$ cat src/rtl/tensor_stream_tx.sv
// tensor_stream_tx: streams rows*cols*channels SRAM elements out as AXI-Stream beats.
// Define TENSOR_TX_CHECKSUM_EN to add a 16-bit running checksum output.
module tensor_stream_tx #(
    parameter int ADDR_WIDTH = 18,
    parameter int C_AXIS_TDATA_WIDTH = 8,
    parameter int MAX_CHANNELS = 64,
    parameter int NUM_CHANNELS_WIDTH = $clog2(MAX_CHANNELS + 1)
) (
    input  logic m00_axis_aclk,
    input  logic m00_axis_areset,
    input  logic start,
    input  logic [ADDR_WIDTH-1:0] cfg_rows,
    input  logic [ADDR_WIDTH-1:0] cfg_cols,
    input  logic [NUM_CHANNELS_WIDTH-1:0] cfg_channels,
    input  logic [ADDR_WIDTH-1:0] cfg_base_addr,
    output logic mem_rd_en,
    output logic [ADDR_WIDTH-1:0] mem_rd_addr,
    input  logic [C_AXIS_TDATA_WIDTH-1:0] mem_rd_data,
    output logic [C_AXIS_TDATA_WIDTH-1:0] m00_axis_tdata,
    output logic m00_axis_tvalid,
    input  logic m00_axis_tready,
    output logic m00_axis_tlast,
    output logic [2*ADDR_WIDTH+NUM_CHANNELS_WIDTH-1:0] m00_axis_tuser,
    output logic [C_AXIS_TDATA_WIDTH/8-1:0] m00_axis_tstrb,
    output logic busy,
    output logic done,
    output logic err
`ifdef TENSOR_TX_CHECKSUM_EN
    , output logic [15:0] checksum
`endif
);
    localparam int UW = 2*ADDR_WIDTH + NUM_CHANNELS_WIDTH;
    localparam int CW = ADDR_WIDTH + 1;
    typedef enum logic [1:0] {IDLE, PREFETCH, STREAM, FINISH} state_t;
    state_t state, nxt;
    logic [UW-1:0] prod;
    logic [CW-1:0] total, rd_cnt, ld_cnt;
    logic [ADDR_WIDTH-1:0] addr;
    logic [C_AXIS_TDATA_WIDTH-1:0] f0, f1;
    logic [1:0] cnt;
    logic pend, bad, accept, issue, take, load, pop, push, fire;

    assign prod = UW'(cfg_rows) * UW'(cfg_cols) * UW'(cfg_channels);
    assign bad = prod == '0 || prod > (UW'(1) << ADDR_WIDTH);
    assign accept = state == IDLE && start;
    // pend is the read issued last cycle; its data lands this cycle
    assign issue = (state == PREFETCH || state == STREAM) && rd_cnt != total && cnt + {1'b0, pend} < 2'd2;
    assign take = !m00_axis_tvalid || m00_axis_tready;
    assign load = take && (cnt != 2'd0 || pend);
    assign pop = take && cnt != 2'd0;
    assign push = pend && !(take && cnt == 2'd0);
    assign fire = m00_axis_tvalid && m00_axis_tready && m00_axis_tlast;
    assign busy = state != IDLE;
    assign done = state == FINISH;
    assign mem_rd_en = issue;
    assign mem_rd_addr = addr;
    assign m00_axis_tstrb = '1;

    always_comb begin
        nxt = state;
        case (state)
            IDLE:     nxt = accept && !bad ? PREFETCH : IDLE;
            PREFETCH: nxt = STREAM;
            STREAM:   nxt = fire ? FINISH : STREAM;
            default:  nxt = IDLE;
        endcase
    end

    always_ff @(posedge m00_axis_aclk or posedge m00_axis_areset)
        if (m00_axis_areset) state <= IDLE;
        else state <= nxt;

    always_ff @(posedge m00_axis_aclk or posedge m00_axis_areset) begin
        if (m00_axis_areset) begin
            err <= 1'b0;
            total <= '0;
            rd_cnt <= '0;
            ld_cnt <= '0;
            addr <= '0;
            pend <= 1'b0;
            cnt <= 2'd0;
            f0 <= '0;
            f1 <= '0;
            m00_axis_tvalid <= 1'b0;
            m00_axis_tlast <= 1'b0;
            m00_axis_tdata <= '0;
            m00_axis_tuser <= '0;
        end else begin
            err <= accept && bad;
            if (accept && !bad) begin
                total <= prod[CW-1:0];
                m00_axis_tuser <= {cfg_rows, cfg_cols, cfg_channels};
                addr <= cfg_base_addr;
                rd_cnt <= '0;
                ld_cnt <= '0;
            end
            if (issue) begin
                addr <= addr + 1'b1;
                rd_cnt <= rd_cnt + 1'b1;
            end
            pend <= issue;
            if (take) begin
                m00_axis_tvalid <= load;
                m00_axis_tlast <= load && ld_cnt == total - 1'b1;
            end
            if (load) begin
                m00_axis_tdata <= cnt != 2'd0 ? f0 : mem_rd_data;
                ld_cnt <= ld_cnt + 1'b1;
            end
            // fresh data bypasses the FIFO when it is empty and the output is free
            if (pop) f0 <= f1;
            if (push) begin
                if (cnt - {1'b0, pop} == 2'd0) f0 <= mem_rd_data;
                else f1 <= mem_rd_data;
            end
            cnt <= cnt - {1'b0, pop} + {1'b0, push};
        end
    end

`ifdef TENSOR_TX_CHECKSUM_EN
    always_ff @(posedge m00_axis_aclk or posedge m00_axis_areset)
        if (m00_axis_areset) checksum <= '0;
        else if (accept && !bad) checksum <= '0;
        else if (m00_axis_tvalid && m00_axis_tready) checksum <= checksum + 16'(signed'(m00_axis_tdata));
`endif
endmodule

$ cat config.mk
export PLATFORM = sky130hd
export DESIGN_NAME = tensor_stream_tx
export DESIGN_NICKNAME = d
export VERILOG_FILES = /design/src/rtl/tensor_stream_tx.sv
export SDC_FILE = /design/constraint.sdc
export NUM_CORES = 2
export LEC_CHECK = 0
export BUFFER_PORTS_ARGS = -buffer_cell sky130_fd_sc_hd__buf_2
export CORE_AREA = 2 2 335 271
export DETAILED_ROUTE_END_ITERATION = 12
export DIE_AREA = 0 0 337 273
export SETUP_SLACK_MARGIN = 0.5
export SLEW_MARGIN = 5
export SYNTH_ARGS = -nofsm -noshare
export SYNTH_HDL_FRONTEND = slang
export SYNTH_SLANG_ARGS = --single-unit
$ cat constraint.sdc
create_clock -name m00_axis_aclk -period 4.55 [get_ports m00_axis_aclk]
set_input_delay 0.2275 -clock m00_axis_aclk [delete_from_list [all_inputs] [get_ports m00_axis_aclk]]
set_output_delay 0.2275 -clock m00_axis_aclk [all_outputs]
set_load 0.02 [all_outputs]
==> metrics.txt <==
number of enable flip-flop cells after synthesis 0; Overflow after GRT 0; r2r setup slk 1.62 ns; vias in the first global route 21992; violated checks negative hold slack, negative setup slack; Worst R2R Path Depth 10; die height 273 um; Final setup viols 120; fmax 0.0957 GHz; ANT cells 0; Clock Tree Root clkbuf_16; Arrival @ worst endpoint 10.81 ns; core area 0.0887 mm2; Core Rows 98; Worst-Skew Late Latency 0.52 ns; Final WS setup -5.90 ns; Layout Area Growth over Synthesis 29.3%; RSZ-0062 raised after global routing yes; outcome finished with violations; pin count of the biggest net entering global routing 151; CP max-delay cell fa_1; DRT iter0 DRCs 1294; clock buffer depth 2; pre-CTS WS -6.90 ns; I/O pin cnt 149; routability cong. 0.864; Final period util 230%; Starting Density 29.7%; WP data required 4.91 ns; max cap viols 0; H-tree depth 4; Mapped Avg Cell Area 8.94 um2; routed wire length 71000 um; DP HPWL 57000 um; CP Class input pin to flop; YS warnings 0; detailed-route wire length per cell 15.2 um; Worst-Margin Slew 0.915 ns; Synth Register Bits 150; Port Buffer Count 147; drt via density 4.68; drt pass-1 iters 7; TritonCTS buffer count 17; FFs w/ async S/R, synth 100%; Slew Viols, Final 0; CP peak stage delay 0.56 ns; hold_ws -0.00299 ns; Slew headroom 39.0%; Num Clock Sinks 150; Detail Route Antenna Nets 0; # DRC 0; Crit Path Max Fanout 7; fin crit period 10.45 ns; Synthesized Nets 3628; CTS tree done; gr usage total 15.9%; register area share after synthesis 14.2%; synthesized area 0.0264 mm2; Yosys cell types 85; Chip Width 337 um; critical path launch point type input pin; overall die area 0.0920 mm2; Critical R2R Launch total[7]$_DFFE_PP0P_; Hold Path Class input pin to asynchronous set/reset pin; Clock Skew 0.0364 ns; Main synth FF type dfrtp_1; Critical R2R Capture m00_axis_tlast$_DFFE_PP0P_; layout cell share with drive strength beyond 1 26.3%; Worst-path clk slew 0.07 ns; Final Hold Fails 4; Vias 21853; Final nets 4132; Synth Instances 2950; CP Capture Type flop; first-pass GRT wire length 117000 um; initial antenna violation count 5; CP dominant cell by count fa_1
## registers in the layout, summed over array words and instances, names as in the netlist, 8 cells and up
name            flops
m00_axis_tuser     43
ld_cnt             19
rd_cnt             19
total              19
mem_rd_addr        18
f0                  8
f1                  8
m00_axis_tdata      8
## layer usage
| metal | share of wire, % | routed length, um | global-route usage, % | vias to the layer above |
|---|---|---|---|---|
| met1 | 50 | 35800 | 24.2 | 10974 |
| met5 | 0.0099 | 7 | 0 | - |
| li1 | - | - | - | 10441 |
| met4 | 0.72 | 515 | 2.62 | 2 |
| met3 | 4.3 | 3040 | 2.16 | 34 |
| met2 | 45 | 31700 | 24.1 | 402 |
## critical path, delay by kind of cell
kind            cells  cell delay [ns]
simple gates        7             1.35
buf+inv            10             0.99
xor+xnor            1             0.20
compound gates     14             2.54
fa+ha+maj          12             5.46
## metrics by stage
stage,TNS [ns],std cells,cell area [um2],utilization [%],hold slack [ns]
after floorplan,-684.97,2950,27100,-,0.357
after global placement,-803.62,4584,31800,35.9,0.445
after detailed placement,-816.11,4584,31800,35.9,0.445
after CTS,-695.70,4655,33300,37.6,0.0104
after global routing,-737.30,4667,34100,38.4,0.0246
final,-697.91,4667,34100,38.4,-0.00299
## layout by cell type, fill, tap and decap left out, types with 18 or more instances in the layout
master and instances:
buf_4 444, fa_1 413, inv_1 412, nand2_1 392, and2_1 260, ha_1 153
dfrtp_1 150, buf_2 115, a21oi_1 100, nor2_1 93, nand3_1 64, mux2_2 60
o21ai_0 54, xnor2_1 49, xor2_1 47, and3_1 35, a21o_1 32, o21a_1 31
a21oi_2 29, nor3_1 27, ha_4 27, nand4_1 23, mux2i_1 23, o21ai_1 21
dlygate4sd3_1 20, buf_12 19, clkbuf_16 18
## synth_stat cells (4+ instances only)
| cell | n | area [um2] |
|---|---|---|
| nand3_1 | 68 | 340 |
| o21bai_1 | 12 | 90.1 |
| o31a_1 | 5 | 43.8 |
| o21ai_2 | 9 | 78.8 |
| nand2b_1 | 16 | 100 |
| clkbuf_1 | 124 | 465 |
| o31ai_1 | 6 | 45.0 |
| or4_1 | 5 | 37.5 |
| a211oi_1 | 17 | 128 |
| fa_1 | 425 | 8510 |
| buf_4 | 4 | 30.0 |
| nand2_1 | 400 | 1500 |
| and3_1 | 38 | 238 |
| or2_2 | 9 | 56.3 |
| o211ai_1 | 9 | 67.6 |
| nor2b_1 | 12 | 75.1 |
| a211o_1 | 5 | 43.8 |
| a21o_1 | 33 | 248 |
| dfrtp_1 | 150 | 3750 |
| nor2_1 | 97 | 364 |
| o21ai_1 | 17 | 85.1 |
| mux2i_1 | 23 | 230 |
| a31oi_1 | 19 | 119 |
| ha_1 | 180 | 2250 |
| o21ai_0 | 63 | 315 |
| nand4_1 | 23 | 144 |
| mux2_1 | 6 | 67.6 |
| nor3_1 | 31 | 155 |
| a21oi_2 | 4 | 35.0 |
| mux2_2 | 60 | 676 |
| nor4_1 | 11 | 68.8 |
| buf_2 | 18 | 90.1 |
| xor2_1 | 48 | 420 |
| o21a_1 | 31 | 233 |
| xnor2_1 | 62 | 543 |
| a21oi_1 | 128 | 641 |
| inv_1 | 420 | 1580 |
| or3_1 | 14 | 87.6 |
| o22ai_1 | 4 | 25.0 |
| a311oi_1 | 6 | 52.6 |
| and2_1 | 276 | 1730 |
## what timing repair did
| item | CTS | global route |
|---|---|---|
| hold endpoints to repair | 28 | 0 |
| setup endpoints to repair | 120 | 120 |
| pin swaps | 39 | 95 |
| cloned | 6 | 1 |
| gates resized for setup | 112 | 114 |
| buffers inserted | 13 | 11 |
| hold buffers | 20 | 0 |
## worst max path at each step
| stage | slack (ns) | startpoint | cells after the start | endpoint |
|---|---|---|---|---|
| after CTS | -5.88 | cfg_cols[3] | 42 | m00_axis_tuser[35]$_DFFE_PP0P_ |
| final | -5.90 | cfg_cols[3] | 44 | rd_cnt[15]$_DFFE_PP0P_ |
| after detailed placement | -6.90 | cfg_rows[9] | 39 | mem_rd_addr[16]$_DFFE_PP0P_ |
| after global routing | -6.23 | cfg_cols[3] | 46 | rd_cnt[15]$_DFFE_PP0P_ |
| after global placement | -6.80 | cfg_rows[4] | 39 | mem_rd_addr[16]$_DFFE_PP0P_ |
| after floorplan | -5.81 | cfg_rows[11] | 39 | mem_rd_addr[16]$_DFFE_PP0P_ |
## cell type report
class	count	area, um2
fillers	8861	54600
multi-input cells	2235	21700
repair buffers	630	4950
flip-flops and latches	150	3750
inverters	420	1580
well taps	1200	1500
clock buffers	18	439
clock inverters	14	179
## cell families (layout without fill, tap and decap cells)
group / Yosys count / in the layout / synth area share [%]
mux: 89 / 89 / 3.69
compound gates: 402 / 402 / 9.73
xor+xnor: 110 / 110 / 3.65
other cells: 1 / 1 / 0.0142
fa+ha+maj: 605 / 605 / 40.8
buf+inv: 568 / 1082 / 8.29
simple gates: 1025 / 1028 / 19.6
flops: 150 / 150 / 14.2
Power is not shown: default switching activity piles up to over one toggle a cycle in this logic, so the estimate is an artifact.
